## src/rtl/i2c_pkg.sv

```systemverilog
// Shared definitions for the I2C transaction controller.
//   txn_state_t : transaction FSM states (IDLE, LAUNCH, RUN, DONE)
//   I2C_ADDR_W  : slave address width
//   I2C_BYTE_W  : data byte width
package i2c_pkg;

    localparam int I2C_ADDR_W = 7;
    localparam int I2C_BYTE_W = 8;

    typedef enum logic [1:0] {
        IDLE   = 2'd0,
        LAUNCH = 2'd1,
        RUN    = 2'd2,
        DONE   = 2'd3
    } txn_state_t;

endpackage

```

## src/rtl/i2c_sync_fifo.sv

```systemverilog
// Synchronous first-word-fall-through FIFO.
// Ports:
//   clk, rst          : clock, asynchronous active-high reset (flushes pointers)
//   push, push_data   : write side; push while full is dropped unless a pop
//                       happens on the same cycle
//   pop, pop_data     : read side; pop_data always shows the head entry,
//                       pop while empty is ignored
//   empty, count      : occupancy status
module i2c_sync_fifo #(
    parameter int DEPTH = 8,
    parameter int WIDTH = 8
) (
    input  logic                     clk,
    input  logic                     rst,
    input  logic                     push,
    input  logic [WIDTH-1:0]         push_data,
    input  logic                     pop,
    output logic [WIDTH-1:0]         pop_data,
    output logic                     empty,
    output logic [$clog2(DEPTH):0]   count
);

    localparam int AW = $clog2(DEPTH);

    logic [WIDTH-1:0] mem [DEPTH];
    logic [AW-1:0]    wr_ptr;
    logic [AW-1:0]    rd_ptr;
    logic             do_push;
    logic             do_pop;

    assign empty   = (count == '0);
    assign do_pop  = pop && !empty;
    // A full FIFO still takes a push when the head leaves on the same cycle.
    assign do_push = push && ((count != (AW+1)'(DEPTH)) || do_pop);

    // Pointers wrap naturally because DEPTH is a power of two.
    always_ff @(posedge clk or posedge rst) begin
        if (rst) begin
            wr_ptr <= '0;
            rd_ptr <= '0;
            count  <= '0;
        end else begin
            if (do_push) wr_ptr <= wr_ptr + 1'b1;
            if (do_pop)  rd_ptr <= rd_ptr + 1'b1;
            case ({do_push, do_pop})
                2'b10:   count <= count + 1'b1;
                2'b01:   count <= count - 1'b1;
                default: ;
            endcase
        end
    end

    // Storage carries no reset; only the pointers define validity.
    always_ff @(posedge clk) begin
        if (do_push) mem[wr_ptr] <= push_data;
    end

    assign pop_data = mem[rd_ptr];

endmodule

```

## src/rtl/i2c_txn_ctrl.sv

```systemverilog
// I2C transaction controller sitting in front of the byte-level I2C master.
// Accepts a host command, stages write bytes in a TX FIFO, runs the master's
// enable / data_next handshake and collects read bytes in an RX FIFO.
// Ports:
//   clk, rst                        : clock, asynchronous active-high reset
//   cmd_valid/cmd_ready, cmd_addr,
//   cmd_rw, cmd_len                 : host command handshake
//   wr_data/wr_valid/wr_ready       : TX FIFO push
//   rd_data/rd_valid/rd_ready       : RX FIFO pop (first-word fall-through)
//   done, err, busy                 : completion pulse, sticky status, activity
//   m_addr, m_rw, m_tx_data,
//   m_i2c_en, m_data_valid,
//   m_read_last                     : drive the master
//   m_data_next, m_rx_data, m_ready : from the master
module i2c_txn_ctrl
    import i2c_pkg::*;
#(
    parameter int FIFO_DEPTH = 8,
    parameter int LEN_W      = $clog2(FIFO_DEPTH) + 1
) (
    input  logic                  clk,
    input  logic                  rst,
    input  logic                  cmd_valid,
    output logic                  cmd_ready,
    input  logic [I2C_ADDR_W-1:0] cmd_addr,
    input  logic                  cmd_rw,
    input  logic [LEN_W-1:0]      cmd_len,
    input  logic [I2C_BYTE_W-1:0] wr_data,
    input  logic                  wr_valid,
    output logic                  wr_ready,
    output logic [I2C_BYTE_W-1:0] rd_data,
    output logic                  rd_valid,
    input  logic                  rd_ready,
    output logic                  done,
    output logic                  err,
    output logic                  busy,
    output logic [I2C_ADDR_W-1:0] m_addr,
    output logic                  m_rw,
    output logic [I2C_BYTE_W-1:0] m_tx_data,
    output logic                  m_i2c_en,
    output logic                  m_data_valid,
    output logic                  m_read_last,
    input  logic                  m_data_next,
    input  logic [I2C_BYTE_W-1:0] m_rx_data,
    input  logic                  m_ready
);

    txn_state_t            state, state_nxt;
    logic [I2C_ADDR_W-1:0] addr_q;
    logic                  rw_q;
    logic [LEN_W-1:0]      len_q;
    logic [LEN_W-1:0]      cnt;
    logic [LEN_W-1:0]      rem;
    logic                  reject_q;
    logic                  err_q;
    logic                  done_q;
    logic                  init_q;
    logic                  dn_p1;
    logic                  rdy_p1;

    logic                  dn_rise;
    logic                  rdy_rise;
    logic                  accept;
    logic                  reject;
    logic                  bad_cmd;
    logic                  launch_wr;
    logic                  cnt_inc;

    logic                  tx_push, tx_pop, tx_empty, tx_full;
    logic [I2C_BYTE_W-1:0] tx_head;
    logic [LEN_W-1:0]      tx_count;
    logic                  rx_push, rx_pop, rx_empty;
    logic [LEN_W-1:0]      rx_count;
    logic [LEN_W-1:0]      rx_free;

    // ---------------- FIFOs ----------------
    assign tx_full  = (tx_count == LEN_W'(FIFO_DEPTH));
    assign wr_ready = init_q && (!tx_full || tx_pop);
    assign tx_push  = wr_valid && wr_ready;
    assign rx_pop   = rd_ready && !rx_empty;
    assign rx_free  = LEN_W'(FIFO_DEPTH) - rx_count;

    i2c_sync_fifo #(.DEPTH(FIFO_DEPTH), .WIDTH(I2C_BYTE_W)) u_tx (
        .clk       (clk),
        .rst       (rst),
        .push      (tx_push),
        .push_data (wr_data),
        .pop       (tx_pop),
        .pop_data  (tx_head),
        .empty     (tx_empty),
        .count     (tx_count)
    );

    i2c_sync_fifo #(.DEPTH(FIFO_DEPTH), .WIDTH(I2C_BYTE_W)) u_rx (
        .clk       (clk),
        .rst       (rst),
        .push      (rx_push),
        .push_data (m_rx_data),
        .pop       (rx_pop),
        .pop_data  (rd_data),
        .empty     (rx_empty),
        .count     (rx_count)
    );

    // ---------------- edge detection (p1 = previous cycle) ----------------
    assign dn_rise  = m_data_next && !dn_p1;
    assign rdy_rise = m_ready && !rdy_p1;

    // A command that cannot complete is turned around without touching the bus.
    assign bad_cmd = (cmd_len == '0) ||
                     (cmd_len > LEN_W'(FIFO_DEPTH)) ||
                     (!cmd_rw && (tx_count < cmd_len)) ||
                     ( cmd_rw && (rx_free  < cmd_len));

    // ---------------- FSM next state / strobes ----------------
    always_comb begin
        state_nxt = state;
        cmd_ready = 1'b0;
        accept    = 1'b0;
        reject    = 1'b0;
        launch_wr = 1'b0;
        cnt_inc   = 1'b0;
        tx_pop    = 1'b0;
        rx_push   = 1'b0;
        case (state)
            IDLE: begin
                cmd_ready = m_ready;
                if (cmd_valid && m_ready) begin
                    accept    = 1'b1;
                    reject    = bad_cmd;
                    state_nxt = bad_cmd ? DONE : LAUNCH;
                end
            end
            LAUNCH: begin
                // The master has latched the command (and first write byte)
                // once it drops m_ready.
                if (!m_ready) begin
                    state_nxt = RUN;
                    if (!rw_q) begin
                        tx_pop    = 1'b1;
                        launch_wr = 1'b1;
                    end
                end
            end
            RUN: begin
                if (rdy_rise) begin
                    state_nxt = DONE;
                    // The last read byte arrives without a data_next strobe.
                    if (rw_q && (rem == LEN_W'(1))) begin
                        rx_push = 1'b1;
                        cnt_inc = 1'b1;
                    end
                end else if (dn_rise && (rem != '0)) begin
                    cnt_inc = 1'b1;
                    if (rw_q) rx_push = 1'b1;
                    else      tx_pop  = 1'b1;
                end
            end
            DONE: begin
                state_nxt = IDLE;
            end
            default: begin
                state_nxt = IDLE;
            end
        endcase
    end

    // ---------------- state and counters ----------------
    always_ff @(posedge clk or posedge rst) begin
        if (rst) begin
            state    <= IDLE;
            addr_q   <= '0;
            rw_q     <= 1'b0;
            len_q    <= '0;
            cnt      <= '0;
            rem      <= '0;
            reject_q <= 1'b0;
            err_q    <= 1'b0;
            done_q   <= 1'b0;
            init_q   <= 1'b0;
            dn_p1    <= 1'b0;
            rdy_p1   <= 1'b0;
        end else begin
            state  <= state_nxt;
            init_q <= 1'b1;
            dn_p1  <= m_data_next;
            rdy_p1 <= m_ready;
            done_q <= 1'b0;
            if (accept) begin
                addr_q   <= cmd_addr;
                rw_q     <= cmd_rw;
                len_q    <= cmd_len;
                rem      <= cmd_len;
                cnt      <= '0;
                reject_q <= reject;
                err_q    <= 1'b0;
            end
            if (launch_wr) begin
                cnt <= LEN_W'(1);
                rem <= len_q - 1'b1;
            end
            if (cnt_inc) begin
                cnt <= cnt + 1'b1;
                rem <= rem - 1'b1;
            end
            // Short count means a NACK ended the transfer early.
            if (state == DONE) begin
                done_q <= 1'b1;
                err_q  <= reject_q || (cnt != len_q);
            end
        end
    end

    // ---------------- outputs ----------------
    assign busy         = (state != IDLE);
    assign done         = done_q;
    assign err          = err_q;
    assign m_addr       = addr_q;
    assign m_rw         = rw_q;
    assign m_i2c_en     = (state == LAUNCH);
    assign m_tx_data    = tx_empty ? '0 : tx_head;
    assign m_data_valid = (state == RUN) && !rw_q && (rem != '0) && !tx_empty;
    assign m_read_last  = (state == RUN) && rw_q && (rem == LEN_W'(1));
    assign rd_valid     = !rx_empty;

endmodule

```

## config.mk

```make
export PLATFORM = sky130hd
export DESIGN_NAME = i2c_txn_ctrl
export DESIGN_NICKNAME = d
export VERILOG_FILES = /design/src/rtl/i2c_pkg.sv /design/src/rtl/i2c_sync_fifo.sv /design/src/rtl/i2c_txn_ctrl.sv
export SDC_FILE = /design/constraint.sdc
export NUM_CORES = 1
export LEC_CHECK = 0
export ABC_CLOCK_PERIOD_IN_PS = 3900
export CORE_ASPECT_RATIO = 0.6
export CORE_UTILIZATION = 55
export DETAILED_ROUTE_END_ITERATION = 10
export GPL_TIMING_DRIVEN = 0
export PLACE_DENSITY = 0.84
export SKIP_CTS_REPAIR_TIMING = 1
export SLEW_MARGIN = 20
export SYNTH_ARGS = -nofsm -noshare
export SYNTH_HDL_FRONTEND = slang
export SYNTH_SLANG_ARGS = --single-unit
export TNS_END_PERCENT = 1
```

## constraint.sdc

```tcl
create_clock -name clk -period 3.9 [get_ports clk]
set_input_delay 0.585 -clock clk [delete_from_list [all_inputs] [get_ports clk]]
set_output_delay 0.585 -clock clk [all_outputs]
set_load 0.005 [all_outputs]
```

**Yosys cells after proc, flatten, opt, wreduce, memory -nomap -nowiden**

Memory sizes are Yosys's and may differ from the RTL's.
Index checks and enable logic that the tools add are counted.

- Shifts and indexed selects: 0
- Equality and inequality tests: 15
- Add/subtract/negate cells: 12
- Magnitude comparators: 3
- Reduce and logical (&&, ||, !) cells: 44
- Bitwise logic cells: 0
- Div/mod/pow operators: 0
- Mux-type cells: 40
- Multipliers: 0

Operators with widths:

| cell | number |
|---|---|
| $mux W1 | 25 |
| $mux W4 | 6 |
| $logic_and A1 B1 Y1 | 19 |
| $pmux W4 S2 | 2 |
| $sub A4 B1 Y4 const B | 4 |
| $add A3 B1 Y3 const B | 4 |
| $add A4 B1 Y4 const B | 3 |
| $logic_not A4 Y1 | 3 |
| $eq A2 B2 Y1 const B | 4 |
| $lt A4 B4 Y1 | 2 |
| $mux W2 | 4 |
| $mux W8 | 1 |
| $ne A4 B4 Y1 const B | 2 |
| $pmux W2 S4 | 1 |
| $reduce_bool A2 Y1 | 4 |
| $logic_not A1 Y1 | 7 |
| $logic_or A1 B1 Y1 | 7 |
| $eq A2 B1 Y1 const B | 3 |
| $ne A2 B2 Y1 const B | 3 |
| $eq A4 B1 Y1 const B | 1 |
| $eq A4 B4 Y1 const B | 1 |
| $gt A4 B4 Y1 const B | 1 |
| $ne A4 B4 Y1 | 1 |
| $reduce_bool A4 Y1 | 1 |
| 5 further kinds | 5 |

- Memory bits (read-only): 0
- Memories kept: 2
- Register bits: 48
- Bits in writable memories: 128
- Output and inout port bits: 33
- Bits in latches: 0
- Word-level logic and storage cells: 134

Memories:

| memory | depth | bits a word | rd ports | clocked after Yosys merged registers in | write ports | RTL line | RTL |
|---|---|---|---|---|---|---|---|
| u_rx.mem | 8 | 8 | 1 | 0 | 1 | i2c_sync_fifo.sv:25 | `logic [WIDTH-1:0] mem [DEPTH];` |
| u_tx.mem | 8 | 8 | 1 | 0 | 1 | i2c_sync_fifo.sv:25 |  |

**Logic depth before layout (Yosys ltp)**

- Depth after elaboration: 12
- Mapped depth: 13
- Depth with buffers taken out: 13

**Cells and area by module**

Synthesis repeated with hierarchy kept, for this count alone.

- Cell total of the unflattened synthesis: 527
- Area total of the unflattened synthesis: 8051.5 um^2

By module, submodules not included:

| module | area each (um^2) | instances | cells an instance | seq. area each (um^2) |
|---|---|---|---|---|
| i2c_sync_fifo | 3134.3 | 2 | 163 | 2172.1 |
| i2c_txn_ctrl | 1783.0 | 1 | 201 | 700.7 |

**Worst setup path before layout**

OpenSTA, ideal clock, no wires.

- Path type: input port to flip-flop
- From: input m_ready
- To: memory u_tx.mem[0][0], enable pin
- Arrival: 2309 ps
- Library setup time: 395 ps
- Stages: 6
- Path slack: 1196 ps
- Path through: buf_2 nor3b_2 a41o_1 a31o_4 nand2_4 nor4_1

- Longest elaborated chain between the ends: 9

Ends and longest elaborated chain:

| element | RTL line | RTL |
|---|---|---|
| start: declaration | i2c_txn_ctrl.sv:45 | `input logic m_ready` |
| $logic_and A1 B1 Y1 | i2c_txn_ctrl.sv:107 | `assign rdy_rise = m_ready && !rdy_p1;` |
| $mux W1 | i2c_txn_ctrl.sv:146 | `if (rdy_rise) begin` |
| $pmux W1 S2 (*) | i2c_txn_ctrl.sv:125 | `case (state)` |
| $logic_or A1 B1 Y1 (*) | i2c_txn_ctrl.sv:78 | `assign wr_ready = init_q && (!tx_full \|\| tx_pop);` |
| $logic_and A1 B1 Y1 (*) | i2c_txn_ctrl.sv:78 |  |
| named net wr_ready | i2c_txn_ctrl.sv:30 | `output logic wr_ready,` |
| $logic_and A1 B1 Y1 (*) | i2c_txn_ctrl.sv:79 | `assign tx_push = wr_valid && wr_ready;` |
| $logic_and A1 B1 Y1 (*) | i2c_sync_fifo.sv:34 | `assign do_push = push && ((count != (AW+1)'(DEPTH)) \|\| do_pop);` |
| $mux W1 (*) | i2c_sync_fifo.sv:55 | `if (do_push) mem[wr_ptr] <= push_data;` |
| $mux W1 (not written as such) (*) | i2c_sync_fifo.sv:55 |  |
| end: declaration | i2c_sync_fifo.sv:25 |  |

The timed path passes the listed nets; every way through them passes the cells marked *.

**Worst setup path after layout**

- From: register u_rx.rd_ptr[1]
- To: output rd_data[6]

- Longest elaborated chain between the ends: 1

Ends and longest elaborated chain:

| element | RTL line | RTL |
|---|---|---|
| start: declaration | i2c_sync_fifo.sv:27 | `logic [AW-1:0] rd_ptr;` |
| start signal: assignment | i2c_sync_fifo.sv:44 | `if (do_pop) rd_ptr <= rd_ptr + 1'b1;` |
| $mem_v2 Z8 W8 | -- |  |
| end: declaration | i2c_txn_ctrl.sv:31 | `output logic [I2C_BYTE_W-1:0] rd_data,` |

Every way passes these cells.

==> flow_metrics.py <==
metrics = {
    "finish": {
        "nets": 644,
        "fin_cells": 771,
        "utilization_pct": 67.9,
        "drive_gt1_share_pct": 17.8,
        "syn_to_final_growth_pct": 20.6,
        "antenna_cells": 0,
    },
    "drt": {
        "drcViolationCount": 0,
        "routed_via_density": 5.79,
        "vias": 4465,
        "drt.antenna.violating_nets": 0,
        "drt-total-wl_mm": 15.6,
        "drt_first_iter_violations": 276,
        "drt-pass1-iter-count": 5,
        "wl_per_cell_um": 20.2,
    },
    "setup_path": {
        "timing_worst_setup_path_type": "reg2out",
        "end_kind": "output pin",
        "slowest_delay_ns": 0.58,
        "r2r_start": "state[0]",
        "r2r-end": "u_rx.count[3]",
        "cp_slowest_cell": "clkbuf_1",
        "cp_cell_sequence": "buf_1 > clkbuf_1 > mux4_2 > mux2_2 > clkdlybuf4s50_1",
        "critPathRequiredTime_ns": 3.31,
        "critPathLaunch": "u_rx.rd_ptr[1]",
        "critical_path_peak_fanout": 10,
        "start_kind": "flop",
        "crit_arrival_ns": 2.99,
        "r2r_slack_ns": 0.75,
        "reg2reg_depth": 13,
    },
    "clock_network": {
        "insertion_delay_ns": 0.44,
        "htree_num_levels": 4,
        "cts.sinks": 176,
        "numCtsBuffers": 17,
        "cts_tree": "yes",
        "clk_pin_slew_ns": 0.08,
        "cts_buffer_depth": 2,
        "cts_root_buffer": "clkbuf_16",
    },
    "timing": {
        "min_period_ns": 3.57,
        "clock-skew-final_ns": 0.00997,
        "drv_slew": 0,
        "report.final.hold_viol_count": 0,
        "slew_headroom_pct": 41.8,
        "worst_pin_slew_ns": 0.870,
        "rsz0062_at_grt": "no",
        "max_clock_freq_ghz": 0.280,
        "fin_crit_sh_pct": 91.6,
        "setup_slack_ns": 0.327,
        "finalSetupViolations": 0,
        "tns_ns": 0,
    },
    "pwr": {
        "power_leakage_nw": 3.39,
        "vdd_drop_max_mv": 0.390,
        "power_density_nw_per_um2": 737,
    },
    "floorplan": {
        "die-area_um2": 14400,
        "die_h_um": 93.5,
        "core_area_um2": 13600,
        "die_w_um": 155,
        "boundaryPins": 68,
        "rows": 33,
        "start_util_pct": 56.3,
    },
    "global_route": {
        "overflow": 0,
        "grt_start_max_net_pins": 32,
        "track_usage_pct": 23.7,
        "antenna_found_initial": 0,
        "grt_pass1_vias": 4629,
        "grt_pass1_wl_mm": 24.9,
    },
    "synthesis": {
        "yosysSeqAreaShare_pct": 65.7,
        "async_flop_share_pct": 27.3,
        "syn_nets": 555,
        "syn-mean-instance-area_um2": 15.5,
        "ys_seq_elements": 176,
        "synth_cell_types": 49,
        "syn_area_um2": 7680,
        "ys.flop_type": "edfxtp_1",
        "yosys_warnings": 0,
        "syn_inst": 494,
        "synth_edf_count": 128,
    },
    "placed_design": {
        "post-place-ws_ns": 0.429,
        "dp_hpwl_mm": 10.5,
        "port_buffers": 67,
        "gp_congestion": 0.892,
        "placedCellCount": 739,
    },
    "status": {
        "status": "complete, no violations",
    },
    "worst_hold_path": {
        "worstHoldPathType": "in2async",
    },
    "job": {
        "drv_cap": 0,
    },
}
stage by stage:
stage	hold slack, ns	cell area [um^2]	power [mW]
2_1_floorplan	0.457	7680	4.15
3_3_place_gp	0.460	8570	4.96
3_5_place_dp	0.466	8660	5.13
4_1_cts	0.478	9260	6.84
5_1_grt	0.498	9260	7.20
6_report	0.466	9260	6.82
cell usage in the layout, fill, tap and decap left out, drive strengths merged, types with 4 or more instances in the layout:
cell type / count
mux4: 32
ha: 25
clkdlybuf4s50: 67
nand3: 9
and2: 4
mux2i: 11
clkinv: 7
nor3: 12
xnor2: 17
edfxtp: 128
xor2: 11
inv: 23
o21ai: 13
nor2: 23
a21oi: 14
dfrtp: 48
nor3b: 6
nand2: 54
nand2b: 7
a211oi: 6
mux2: 13
buf: 16
clkbuf: 23
metal layers:
layer,up-vias,wire (um),GRT usage [%]
li1,2039,-,-
met1,2265,7150,32.4
met2,130,7320,36.7
met3,31,824,5.56
met4,0,304,10.4
met5,-,0,0
how the worst max path moves through the flow:
stage / to / slack, ns / depth (start not counted)
global placement: u_tx.mem[0][5] / -0.09 / 7
CTS: m_tx_data[3] / 0.27 / 6
global route: m_tx_data[6] / 0.14 / 6
detailed placement: u_rx.count[3] / 0.43 / 12
finish: rd_data[6] / 0.33 / 5
floorplan: u_tx.mem[0][0] / 1.20 / 6
cells in the mapped netlist, drive strengths merged, types with 2 or more instances:
library cell  instances  area (um^2)
a211oi                6         50.1
a21oi                14         70.1
a22oi                 2         15.0
and2                  4         25.0
and3                  2         12.5
buf                  13         65.1
clkbuf                6         22.5
dfrtp                48         1200
edfxtp              128         3840
ha                   25          313
inv                  16         60.1
mux2                 13          150
mux2i                11          110
mux4                 32          721
nand2                54          210
nand2b                7         43.8
nand3                 9         45.0
nor2                 23         86.3
nor2b                 2         12.5
nor3                 12         60.1
nor3b                 6         50.1
nor4                  2         27.5
nor4bb                2         20.0
o21ai                13         65.1
o31ai                 2         15.0
xnor2                17          149
xor2                 11         96.3
state kept, by name, summed over array words and instances (netlist names):
signal and flops:
u_rx.mem 64, m_rw 1, len_q 4, init_q 1, rem 4, reject_q 1, m_addr 7, u_tx.wr_ptr 3
cnt 4, u_rx.rd_ptr 3, state 2, dn_p1 1, err 1, u_tx.rd_ptr 3, u_rx.count 4, rdy_p1 1
u_tx.mem 64, u_rx.wr_ptr 3, done 1, u_tx.count 4
worst max-delay path, delay by kind of cell, from the launching register on:
family	cells	cell delay (ns)
DFF	1	0.36
buffers and inverters	3	1.47
muxes	2	0.72
where the power goes:
part / internal (mW) / total, mW / switching [mW]
sequential: 2.32 / 2.61 / 0.286
clock: 0.916 / 1.71 / 0.798
combinational: 1.33 / 2.50 / 1.17
total: 4.57 / 6.82 / 2.26
cell type report:
| cell class | instances | area (um^2) |
|---|---|---|
| multi-input cells | 283 | 2540 |
| well taps | 175 | 219 |
| fillers | 893 | 4370 |
| repair buffers | 70 | 706 |
| inverters | 16 | 60.1 |
| flip-flops and latches | 176 | 5040 |
| plain buffers | 19 | 87.6 |
| clock buffers | 17 | 425 |
| clock inverters | 15 | 173 |
kinds of logic after synthesis:
kind of cell	share of synthesized area, %
buffers and inverters	1.92
adders and majority gates	4.34
DFF	65.7
muxes	12.8
xor gates and xnor gates	3.19
and+or+nand+nor	8.33
AOI/OAI and AO/OA	3.67
other	0.0489
Power figures use the tool's default switching activity.
